## src/rtl/shift_pkg.sv

```systemverilog
// Shared types and width helpers for the shift-register family (PISO and friends).
package shift_pkg;

  typedef enum logic [1:0] {
    IDLE  = 2'd0,
    SHIFT = 2'd1,
    PAR   = 2'd2
  } piso_state_t;

  // Bit-index width for a WIDTH-bit word; never below one bit.
  function automatic int cnt_width(input int width);
    return (width < 2) ? 1 : $clog2(width);
  endfunction

  localparam int PISO_WIDTH = 4;
  localparam int CNT_W      = cnt_width(PISO_WIDTH);

endpackage

```

## src/rtl/piso_serializer_bit_counter.sv

```systemverilog
// WIDTH-modulo bit-index counter with synchronous clear, enable and a terminal flag.
module bit_counter
  import shift_pkg::*;
#(
  parameter int WIDTH = 4,
  localparam int CW   = cnt_width(WIDTH)
) (
  input  logic          clk,
  input  logic          rst,
  input  logic          clr,
  input  logic          en,
  output logic [CW-1:0] count,
  output logic          term
);

  localparam logic [CW-1:0] LAST = CW'(WIDTH - 1);

  assign term = (count == LAST);

  // Clear wins over enable so a new frame always starts at index 0.
  always_ff @(posedge clk) begin
    if (rst) begin
      count <= '0;
    end else if (clr) begin
      count <= '0;
    end else if (en) begin
      count <= term ? '0 : count + CW'(1);
    end
  end

endmodule

```

## src/rtl/piso_serializer.sv

```systemverilog
// Parallel-in/serial-out serializer: one word per valid/ready handshake, one bit per clk.
// Optional even-parity trailer cycle when PISO_PARITY_EN is defined.
module piso_serializer
  import shift_pkg::*;
#(
  parameter int WIDTH     = 4,
  parameter int MSB_FIRST = 0
) (
  input  logic             clk,
  input  logic             rst,
  input  logic [WIDTH-1:0] i,
  input  logic             load_valid,
  output logic             load_ready,
  output logic             sout,
  output logic             sout_valid,
  output logic             busy,
  output logic             done,
  output logic [1:0]       state_dbg
);

  // Handshake: a word is taken at a posedge where load_valid and load_ready are both 1;
  // load_ready depends only on state, never combinationally on load_valid.

  localparam int CW = cnt_width(WIDTH);
  localparam logic [CW-1:0] LAST = CW'(WIDTH - 1);

  piso_state_t     state, state_nxt;
  logic [WIDTH-1:0] word;
  logic [CW-1:0]   count;
  logic [CW-1:0]   idx;
  logic            term;
  logic            count_en;
  logic            accept;

  assign accept    = load_valid & load_ready;
  assign state_dbg = state;
  assign idx       = (MSB_FIRST != 0) ? (LAST - count) : count;

  bit_counter #(.WIDTH(WIDTH)) u_cnt (
    .clk   (clk),
    .rst   (rst),
    .clr   (accept),
    .en    (count_en),
    .count (count),
    .term  (term)
  );

  always_ff @(posedge clk) begin
    if (rst) begin
      state <= IDLE;
      word  <= '0;
    end else begin
      state <= state_nxt;
      if (accept) word <= i;
    end
  end

  // The word is held for the whole frame; the bit counter selects the outgoing bit.
  always_comb begin
    state_nxt  = state;
    sout       = 1'b0;
    sout_valid = 1'b0;
    busy       = 1'b0;
    done       = 1'b0;
    load_ready = 1'b0;
    count_en   = 1'b0;
    case (state)
      IDLE: begin
        load_ready = 1'b1;
        if (load_valid) state_nxt = SHIFT;
      end
      SHIFT: begin
        sout       = word[idx];
        sout_valid = 1'b1;
        busy       = 1'b1;
        count_en   = 1'b1;
        if (term) begin
`ifdef PISO_PARITY_EN
          state_nxt = PAR;
`else
          done       = 1'b1;
          load_ready = 1'b1;
          state_nxt  = load_valid ? SHIFT : IDLE;
`endif
        end
      end
`ifdef PISO_PARITY_EN
      PAR: begin
        sout       = ^word;
        sout_valid = 1'b1;
        busy       = 1'b1;
        done       = 1'b1;
        load_ready = 1'b1;
        state_nxt  = load_valid ? SHIFT : IDLE;
      end
`endif
      default: state_nxt = IDLE;
    endcase
  end

endmodule
```

## config.mk

```make
export PLATFORM = sky130hd
export DESIGN_NAME = piso_serializer
export DESIGN_NICKNAME = d
export VERILOG_FILES = /design/src/rtl/shift_pkg.sv /design/src/rtl/piso_serializer_bit_counter.sv /design/src/rtl/piso_serializer.sv
export SDC_FILE = /design/constraint.sdc
export NUM_CORES = 1
export LEC_CHECK = 0
export ABC_CLOCK_PERIOD_IN_PS = 2300
export BUFFER_PORTS_ARGS = -buffer_cell sky130_fd_sc_hd__buf_2
export CAP_MARGIN = 20
export CORE_AREA = 2 2 39 41
export DETAILED_ROUTE_END_ITERATION = 6
export DIE_AREA = 0 0 41 43
export HOLD_SLACK_MARGIN = 0.15
export PLACE_DENSITY = 0.6
export SLEW_MARGIN = 20
export SYNTH_ARGS = -nofsm -noshare
export SYNTH_HDL_FRONTEND = slang
export SYNTH_HIERARCHICAL = 1
export SYNTH_SLANG_ARGS = --single-unit
```

## constraint.sdc

```tcl
create_clock -name clk -period 2.3 [get_ports clk]
set_input_delay 0.23 -clock clk [delete_from_list [all_inputs] [get_ports clk]]
set_output_delay 0.23 -clock clk [all_outputs]
set_load 0.01 [all_outputs]
```

==> results of run 1 <==
==> area by class of cell <==
| class | count | area [µm²] |
|---|---|---|
| Inverter | 1 | 3.75 |
| Multi-Input combinational cell | 25 | 199 |
| Tap cell | 16 | 20.0 |
| Fill cell | 158 | 935 |
| Sequential cell | 7 | 140 |
| Timing Repair Buffer | 12 | 60.1 |
| Clock buffer | 4 | 26.3 |
==> cell families (layout without fill, tap and decap cells) <==
| group | after synthesis | after routing | share of synthesized area (%) |
|---|---|---|---|
| flops | 7 | 7 | 36.8 |
| buf+inv | 6 | 17 | 10.9 |
| simple gates | 11 | 11 | 19.1 |
| mux | 2 | 2 | 8.55 |
| other cells | 1 | 1 | 0.986 |
| fa+ha+maj | 1 | 1 | 3.29 |
| compound gates | 10 | 10 | 20.4 |
==> layer usage <==
metal | track usage, % | vias up | share of wire, %
met5 | 0 | - | 0
met4 | 10.0 | 0 | 2.4
met3 | 4.71 | 2 | 8.7
met2 | 15.3 | 18 | 47
met1 | 10.3 | 139 | 42
li1 | - | 151 | -
==> power by group through the flow <==
stage          combinational, mW  sequential, mW  clock, mW
2_1_floorplan             0.0336           0.136          0
3_3_place_gp              0.0409           0.137          0
3_5_place_dp              0.0420           0.138          0
4_1_cts                   0.0420           0.135      0.114
5_1_grt                   0.0463           0.137      0.121
6_report                  0.0420           0.135      0.110
==> cell usage after synthesis <==
| cell type | number | area share, % |
|---|---|---|
| dfxtp_1 | 7 | 37 |
| a21oi_1 | 5 | 6.6 |
| a21bo_2 | 4 | 11 |
| nand3_1 | 4 | 5.3 |
| and2_1 | 3 | 4.9 |
| buf_4 | 3 | 5.9 |
| a211oi_2 | 1 | 3.3 |
| buf_6 | 1 | 3.0 |
| clkbuf_1 | 1 | 0.99 |
| conb_1 | 1 | 0.99 |
| ha_1 | 1 | 3.3 |
| inv_1 | 1 | 0.99 |
| mux2i_1 | 1 | 2.6 |
| mux4_2 | 1 | 5.9 |
| nand2b_1 | 1 | 1.6 |
| nand2b_4 | 1 | 3.6 |
| nor3_1 | 1 | 1.3 |
| or3b_1 | 1 | 2.3 |
==> critical path: cells and delay by family, from the launching register on <==
kind          cells  cell delay (ps)
mux               1              520
buf+inv           1              130
flops             1              390
simple gates      1              160
==> through the flow <==
| stage | cell area [µm²] | hold WS (ps) | worst slack, ps | cells | total power [mW] |
|---|---|---|---|---|---|
| after global placement | 423 | 486 | 930 | 61 | 0.178 |
| after global routing | 449 | 229 | 543 | 65 | 0.304 |
| after floorplan | 380 | 295 | 1030 | 38 | 0.170 |
| final | 449 | 234 | 627 | 65 | 0.288 |
| after CTS | 449 | 225 | 617 | 65 | 0.291 |
| after detailed placement | 423 | 489 | 886 | 61 | 0.180 |
==> sequential cells by signal (all words and copies together) (netlist names) <==
signal / flops
word: 4
u_cnt/count: 2
state_dbg: 1
==> final timing paths <==
path / from / endpoint / slack [ps] / cells past startpoint
hold / removal: i[2] / word[2]$_SDFFE_PP0P_ / 230 / 3
setup / recovery: u_cnt/count[0]$_SDFFE_PP0P_ / sout / 630 / 3
setup reg to reg: u_cnt/count[0]$_SDFFE_PP0P_ / u_cnt/count[0]$_SDFFE_PP0P_ / 1070 / 4
hold reg to reg: u_cnt/count[0]$_SDFFE_PP0P_ / u_cnt/count[0]$_SDFFE_PP0P_ / 550 / 2
==> summary.txt, run 1 <==
Yosys
  – Mapped Cells: 38
  – Distinct cells, synth: 18
  – Mapped Area: around 380 µm²
  – Syn Nets: 46
  – Synthesis-stage register bit count: 7
  – Post-synthesis sequential area ratio: between 30% and 40%
  – Yosys warns: 6
  – Avg Cell Area, Syn: around 10 µm²

Global routing
  – Initial antenna violation count: 0
  – Pin count of the biggest net entering global routing: 12
  – Total grt overflow: 0
  – Global-route wire length before repair: 1120 µm
  – Gr usage total: 10.5%
  – Vias in the first global route: about 270

Floorplanning
  – I/O Pins: 14
  – Starting Density: 27.5%
  – Die area: between 0.0015 and 0.002 mm²
  – Die H: about 43 µm
  – Die X: 41 µm
  – Core Box Area: 0.00138 mm²
  – Row count: 14

Pwr
  – Switch share: 25.1%
  – Net Sw Power: 0.0722 mW
  – P_leak: 0.199 nW
  – Pwr Density: 640 mW/mm²
  – Clk pwr share: 38.4%
  – Internal power: 0.215 mW
  – Comb power frac: roughly 15%
  – Worst-case vdd ir drop: 0.212 mV
  – Sequential Power Share: 47.0%

Job
  – Max-Cap Viols: 0

Detailed routing
  – Vias: between 300 and 400
  – Drt total wl: between 700 and 800 µm
  – Antenna-violating nets left: 0
  – Routed length per instance: 12.0 µm
  – Post-route DRC violation count: 0
  – TritonRoute pass-1 iters: 4
  – Iter 0 DRT Violations: 3
  – Via/cell ratio: 4.77

Timing
  – Slew Limit Fails: 0
  – Final worst path period share: 72.7%
  – Setup TNS: 0 ps
  – RSZ-0062 raised after global routing: no
  – Fin. Hold Viols: 0
  – Clock Skew: 2.82 ps
  – Final setup vio count: 0
  – Tmin final: 1670 ps
  – Maximum clock rate: 0.598 GHz

Clocking
  – Clock transition at path regs: 50 ps
  – Total clock buffers created by CTS: 3
  – CTS tree: done
  – Post-CTS Setup Bufs: 0
  – H-tree depth: 1
  – Bufs on Longest Clock Path: 2
  – Hold-fix buffers at CTS: 0
  – Clk_lat worst skew: 250 ps
  – CTS root buf: clkbuf_4
  – Clock sink count: 7
  – CTS-repair resized insts: 0

Setup path
  – Worst Setup Start Kind: register
  – Crit-path max FO: 4
  – CP Class: reg -> out
  – Data required time of the worst path: 2070 ps
  – Crit path largest cell delay: 520 ps
  – Cell Chain, Critical Path: mux4_2 -> and2_1 -> buf_2
  – Crit. End Element: primary output
  – Slowest CP cell: mux4_2
  – CP arrival: 1440 ps

Cells and area
  – Commonest non-fill, non-tap cells in the layout: 12 x buf_2, 7 x dfxtp_1, 5 x a21oi_1
  – Antenna Cells: 0
  – Nets@finish: 58
  – Area delta synth->final: 18.1%
  – Final core occ: 32.5%
  – Layout cell share with drive strength beyond 1: approximately 45%
  – Commonest non-fill, non-tap cell in the layout: buf_2

Placement
  – # port buffers: 12
  – RePlAce Congestion: 0.613

Run status
  – Status: completed

Min path
  – Hold Path Class: in -> reg
Note: power is estimated with default switching activity, not from simulation.
==> run 2: changes to the inputs <==
- ABC_AREA: not set -> 1
- ABC_CLOCK_PERIOD_IN_PS: 2300 -> 1400
- PLACE_DENSITY: 0.6 -> 0.64
- clock period: 2.3 -> 1.4 ns (I/O delays scaled with it)
==> run 2 against run 1 <==
  * Wire length fell by 8.7%
  * Clock power rose by 69%
  * First-iteration DRC count rose to 3.0 times the previous value
  * Global-route usage fell by 0.79 points
  * Die area did not move
  * Via count rose by 18%
  * Sequential cell count did not move
  * Count of clock-buffer cells in the layout fell by 1
  * Non-clock buffer count rose by 1
  * Power rose by 76%
  * Synthesized cell count rose by 61%
==> summary.txt, run 2 <==
Setup path
  – Worst setup path startpoint: u_cnt/count[1]$_SDFFE_PP0P_
  – CP arrival: 1170 ps
  – Crit-path max FO: 6
  – Cell Chain, Critical Path: ha_2 -> inv_2 -> nand2_2 -> buf_2
  – Crit. End Element: primary output
  – Data required time of the worst path: 1260 ps
  – Crit path largest cell delay: 380 ps
  – Slowest CP cell: dfxtp_1
  – Reg2reg start: u_cnt/count[1]$_SDFFE_PP0P_
  – Worst R2R Setup Slack: ~280 ps
  – CP Class: reg -> out
  – Worst Setup Start Kind: register

Timing
  – Final setup vio count: 0
  – Setup TNS: 0 ps
  – RSZ-0062 raised after global routing: no
  – Fin. Hold Viols: 0
  – Clock Skew: 7.03 ps
  – Final worst path period share: 93.6%
  – Slew Limit Fails: 0
  – Tmin final: 1310 ps
  – Maximum clock rate: 0.763 GHz

Detailed routing
  – Vias: 365
  – Drt total wl: between 700 and 800 µm
  – Antenna-violating nets left: 0
  – TritonRoute pass-1 iters: 4
  – Post-route DRC violation count: 0
  – Iter 0 DRT Violations: 9
  – Routed length per instance: slightly below 8 µm
  – Via/cell ratio: 4.01

Cells and area
  – Antenna Cells: 0
  – Commonest non-fill, non-tap cell in the layout: nand2_1
  – Layout cell share with drive strength beyond 1: about a third
  – Area delta synth->final: 24.9%
  – Commonest non-fill, non-tap cells in the layout: 13 x nand2_1, 12 x buf_2, 11 x nor2_1
  – Max FFs per register: 4
  – Final instance area: 502 µm²
  – Nets@finish: 84
  – Biggest register: word

Floorplanning
  – I/O Pins: 14
  – Row count: 14
  – Core Box Area: 0.00138 mm²
  – Starting Density: 29.0%
  – Die area: 0.00176 mm²
  – Die X: 41 µm
  – Die H: 43 µm

Yosys
  – Largest family of logic cells by synthesized area: simple AND/OR/NAND/NOR gates
  – Post-synthesis simple-gate area fraction: 35.5%
  – Syn Nets: 69
  – Adder-Cell Fraction of Synth Area: 3.12%
  – Most area-consuming cells after synthesis: dfxtp_1 35%, nand2_1 12%, nor2_1 10%
  – Post-synth top area cell: dfxtp_1
  – Synth Area in Compound Gates: 7.79%
  – Post-synthesis xor/xnor area fraction: 0%
  – Count leader, synth: nand2_1
  – Synth top area share: 34.9%
  – Synthesis-stage register bit count: 7
  – Ys flop type: dfxtp_1
  – Mapped Cells: slightly above 60
  – Number of synthesized flops with an enable pin: 0
  – Yosys warns: 6
  – Mapped Area: roughly 400 µm²
  – Post-synthesis sequential area ratio: 34.9%
  – Multiplexer share of the synthesized area: 0%
  – Distinct cells, synth: 15
  – FFs w/ async S/R, synth: 0%
  – Avg Cell Area, Syn: 6.58 µm²
  – Post-synth top cells: 13 x nand2_1, 11 x nor2_1, 9 x inv_1, 7 x dfxtp_1, 4 x nand3b_1

Global routing
  – Total grt overflow: 0
  – Vias in the first global route: 296
  – Global-route wire length before repair: 1110 µm
  – Initial antenna violation count: 0
  – Pin count of the biggest net entering global routing: 12
  – Gr usage total: 9.75%

Min path
  – Hold Path Class: in -> reg
  – Worst hold start: i[3]

Placement
  – Dpl hpwl: around 560 µm
  – # port buffers: 12
  – Area post-placement: 459 µm²
  – RePlAce Congestion: 0.662

Clocking
  – CTS tree: done
  – Clock transition at path regs: 60 ps
  – Clock sink count: 7
  – H-tree depth: 1
  – Clk_lat worst skew: 250 ps
  – Total clock buffers created by CTS: 3
  – Bufs on Longest Clock Path: 2
  – CTS root buf: clkbuf_4

Pwr
  – Worst-case vdd ir drop: 0.457 mV
  – P_leak: 0.253 nW
  – Pwr Density: 1010 mW/mm²

Run status
  – Status: completed

Job
  – Max-Cap Viols: 0
[run 2: changes by cell type in the layout (fill, tap and decap cells not counted), moves of 2 or more]
cell,previous run,this run
nor2_1,0,11
inv_2,0,3
nand2_1,0,13
nand3_1,4,2
a21oi_1,5,3
inv_1,1,9
dfxtp_1,7,5
nand3b_1,0,4
and2_1,3,0
dfxtp_2,0,2
a21bo_2,4,0
[run 2: per-layer routing]
layer	vias up	wire (µm)	GRT usage [%]
met2	9	296	13.4
met5	-	0	0
li1	205	-	-
met1	149	354	10.6
met3	2	51	6.28
met4	0	10	6.00
[run 2: area by class of cell]
class / count / area, µm²
Timing Repair Buffer: 13 / 70.1
Clock inverter: 1 / 5.00
Clock buffer: 3 / 22.5
Tap cell: 16 / 20.0
Inverter: 13 / 48.8
Sequential cell: 7 / 143
Multi-Input combinational cell: 38 / 193
Fill cell: 146 / 882
[run 2: worst paths after layout]
path / cells past startpoint / end
min: 4 / word[3]$_SDFFE_PP0P_
min reg2reg: 2 / word[0]$_SDFFE_PP0P_
max: 4 / load_ready
max reg2reg: 6 / u_cnt/count[0]$_SDFFE_PP0P_
[run 2: cells by family after synthesis]
group | count (synthesis)
compound gates | 4
buf+inv | 16
flops | 7
fa+ha+maj | 1
other cells | 1
simple gates | 32
[run 2: power by group]
group | switching [mW] | internal, mW
clock | 0.0809 | 0.105
combinational | 0.0483 | 0.0411
sequential | 0.0164 | 0.215
[run 2: through the flow]
step,utilization (%),instances,setup WS (ps),power (mW),hold WS [ps]
global placement,33.2,86,258,0.321,354
global route,36.3,91,4.08,0.547,200
CTS,35.9,91,7.44,0.515,182
detailed placement,33.2,86,216,0.322,352
finish,36.3,91,89.7,0.507,188
floorplan,-,61,317,0.299,209
[run 2: what timing repair did]
| action | in CTS | in global routing |
|---|---|---|
| hold buffers | 1 | 0 |
| resized for setup | 0 | 3 |
| endpoints found under the hold margin | 1 | 0 |
| endpoints found under the setup margin | 0 | 2 |
| setup buffers | 0 | 0 |
[run 2: critical path, delay by kind of cell (launching register included)]
family / cells / cell delay (ps)
adder cells (fa/ha/maj): 1 / 230
buffers and inverters: 2 / 210
flip-flops: 1 / 380
AND/OR/NAND/NOR: 1 / 110
==> run 3: changes to the inputs <==
- PLACE_DENSITY: 0.64 -> 0.62
- SYNTH_HIERARCHICAL: 1 -> not set
==> run 3 against run 2 <==
  * Clock power is 5% lower
  * Die area stayed put
  * Synthesized cell count is 4.9% lower
  * Power is 4.6% lower
  * Global-route usage is 0.80 points lower
  * Combinational power is 7.6% lower
  * Hold slack better by 10 ps
  * First-iteration DRC count stayed put
  * Largest power group unchanged
==> summary.txt, run 3 <==
Clocking
  – CTS root buf: clkbuf_4
  – H-tree depth: 1
  – Clk_lat worst skew: 240 ps
  – Clock sink count: 7
  – Post-CTS Setup Bufs: 0
  – Total clock buffers created by CTS: 3
  – CTS tree: done
  – Clock transition at path regs: 50 ps
  – Bufs on Longest Clock Path: 2

Setup path
  – Reg2reg end: word[1]$_SDFFE_PP0P_
  – Crit-path max FO: 6
  – Crit path largest cell delay: 360 ps
  – CP Class: reg -> out
  – Buf+Inv Stages, Crit Path: 2
  – Worst Setup Start Kind: register
  – CP arrival: 1150 ps
  – Worst-case reg-to-reg path depth: 6
  – Cell Chain, Critical Path: ha_2 -> inv_1 -> nand2_2 -> buf_2
  – Slowest CP cell: dfxtp_1
  – Crit. End Element: primary output
  – Data required time of the worst path: around 1300 ps
  – Reg2reg start: u_cnt.count[0]$_SDFFE_PP0P_
  – Crit. path cell count: 4
  – Largest delay contributor family on the critical path: flip-flops
  – Worst R2R Setup Slack: about 350 ps

Timing
  – RSZ-0062 raised after global routing: no
  – Setup TNS: 0 ps
  – Final setup margin: approximately 110 ps
  – Clock Skew: between 0.9 and 1 ps
  – Final setup vio count: 0
  – Slew Limit Fails: 0
  – Maximum clock rate: 0.778 GHz
  – Final worst path period share: 91.8%
  – Tmin final: 1290 ps
  – Fin. Hold Viols: 0

Detailed routing
  – Drt total wl: approximately 660 µm
  – Iter 0 DRT Violations: 9
  – Antenna-violating nets left: 0
  – Routed length per instance: 7.44 µm
  – Vias: 362
  – Post-route DRC violation count: 0
  – TritonRoute pass-1 iters: 2
  – Via/cell ratio: 4.11

Yosys
  – Distinct cells, synth: 13
  – Number of synthesized flops with an enable pin: 0
  – Syn Nets: 66
  – Count leader, synth: nor2_1
  – Post-synthesis sequential area ratio: a little over a third
  – Mapped Cells: 58
  – Most area-consuming cells after synthesis: dfxtp_1 36%, nor2_1 12%, inv_1 11%
  – Synth top area share: 36.4%
  – Avg Cell Area, Syn: 6.64 µm²
  – Post-synth top area cell: dfxtp_1
  – Yosys warns: 0
  – Mapped Area: 385 µm²
  – Synthesis-stage register bit count: 7
  – FFs w/ async S/R, synth: 0%
  – Ys flop type: dfxtp_1
  – Post-synth top cells: 12 x nor2_1, 11 x inv_1, 10 x nand2_1, 7 x dfxtp_1

Cells and area
  – Area delta synth->final: 25.6%
  – Antenna Cells: 0
  – Final instance area: between 400 and 500 µm²
  – Post-Layout Cell Count: 88
  – Commonest non-fill, non-tap cells in the layout: 12 x nor2_1, 12 x buf_2, 11 x inv_1
  – Biggest register: word
  – Max FFs per register: 4
  – Nets@finish: 81
  – Layout cell share with drive strength beyond 1: 26.4%

Min path
  – Hold Path Class: in -> reg
  – WHS Path Cells: 4
  – Hold path endpoint: word[2]$_SDFFE_PP0P_
  – Worst hold start: i[2]

Pwr
  – Tot Pwr: approximately 0.48 mW
  – P_leak: 0.249 nW
  – Worst-case vdd ir drop: ~0.43 mV
  – Pwr Density: 998 mW/mm²

Floorplanning
  – Core Box Area: ~0.0014 mm²
  – Die X: 41 µm
  – Starting Density: between 20% and 30%
  – Die H: 43 µm
  – I/O Pins: 14
  – Row count: 14
  – Die area: 0.00176 mm²

Placement
  – Setup WS pre-CTS: around 270 ps
  – Area post-placement: about 440 µm²
  – RePlAce Congestion: 0.691
  – Placed Cells: 83
  – Dpl hpwl: 564 µm
  – # port buffers: 12

Global routing
  – Gr usage total: 8.95%
  – Total grt overflow: 0
  – Pin count of the biggest net entering global routing: 10
  – Initial antenna violation count: 0
  – Global-route wire length before repair: 1050 µm
  – Vias in the first global route: between 200 and 300

Run status
  – Status: completed

Job
  – Max-Cap Viols: 0
[run 3: worst max-delay path by stage]
stage	start	to
2_1_floorplan	u_cnt.count[0]$_SDFFE_PP0P_	word[0]$_SDFFE_PP0P_
3_3_place_gp	u_cnt.count[0]$_SDFFE_PP0P_	word[1]$_SDFFE_PP0P_
3_5_place_dp	u_cnt.count[0]$_SDFFE_PP0P_	word[1]$_SDFFE_PP0P_
4_1_cts	u_cnt.count[0]$_SDFFE_PP0P_	load_ready
5_1_grt	u_cnt.count[0]$_SDFFE_PP0P_	load_ready
6_report	u_cnt.count[0]$_SDFFE_PP0P_	load_ready
[run 3: worst register-to-register path, delay by kind of cell (launching register included)]
family	cells	cell delay [ps]
AND/OR/NAND/NOR	4	300
flip-flops	1	360
adder cells (fa/ha/maj)	1	230
buffers and inverters	1	60
[run 3: final cells by class]
type	instances	area, µm²
clock buffer	4	26.3
fill	154	900
inverter	11	41.3
multi-input combinational	37	186
sequential	7	140
tap	16	20.0
timing repair buffer	13	70.1
[run 3: metrics by stage]
stage                     hold slack (ps)  utilization [%]
after floorplan                       209                -
after global placement                315             32.0
after detailed placement              312             32.0
after CTS                             198             34.6
after global routing                  198             35.0
final                                 199             35.0
[run 3: routing by layer]
layer | part of all wire (%) | GRT usage (%) | up-vias
met4 | 3.1 | 8.00 | 0
met2 | 42 | 11.6 | 16
li1 | - | - | 200
met1 | 46 | 11.0 | 142
met5 | 0 | 0 | -
met3 | 8.9 | 3.14 | 4
[run 3: power breakdown]
part	switching, mW	internal, mW
clock	0.0682	0.108
combinational	0.0459	0.0367
sequential	0.0106	0.214
[run 3: cell families after synthesis]
| family | count (synthesis) | share of synthesized area [%] |
|---|---|---|
| buffers and inverters | 14 | 16.6 |
| DFF | 7 | 36.4 |
| adders and majority gates | 1 | 3.25 |
| AOI/OAI and AO/OA | 5 | 6.49 |
| and+or+nand+nor | 30 | 36.4 |
| other | 1 | 0.973 |
[run 3: timing repair]
action / CTS / global route
hold buffers: 1 / 0
gates resized for setup: 0 / 2
endpoints found under the hold margin: 1 / 0
endpoints found under the setup margin: 0 / 1
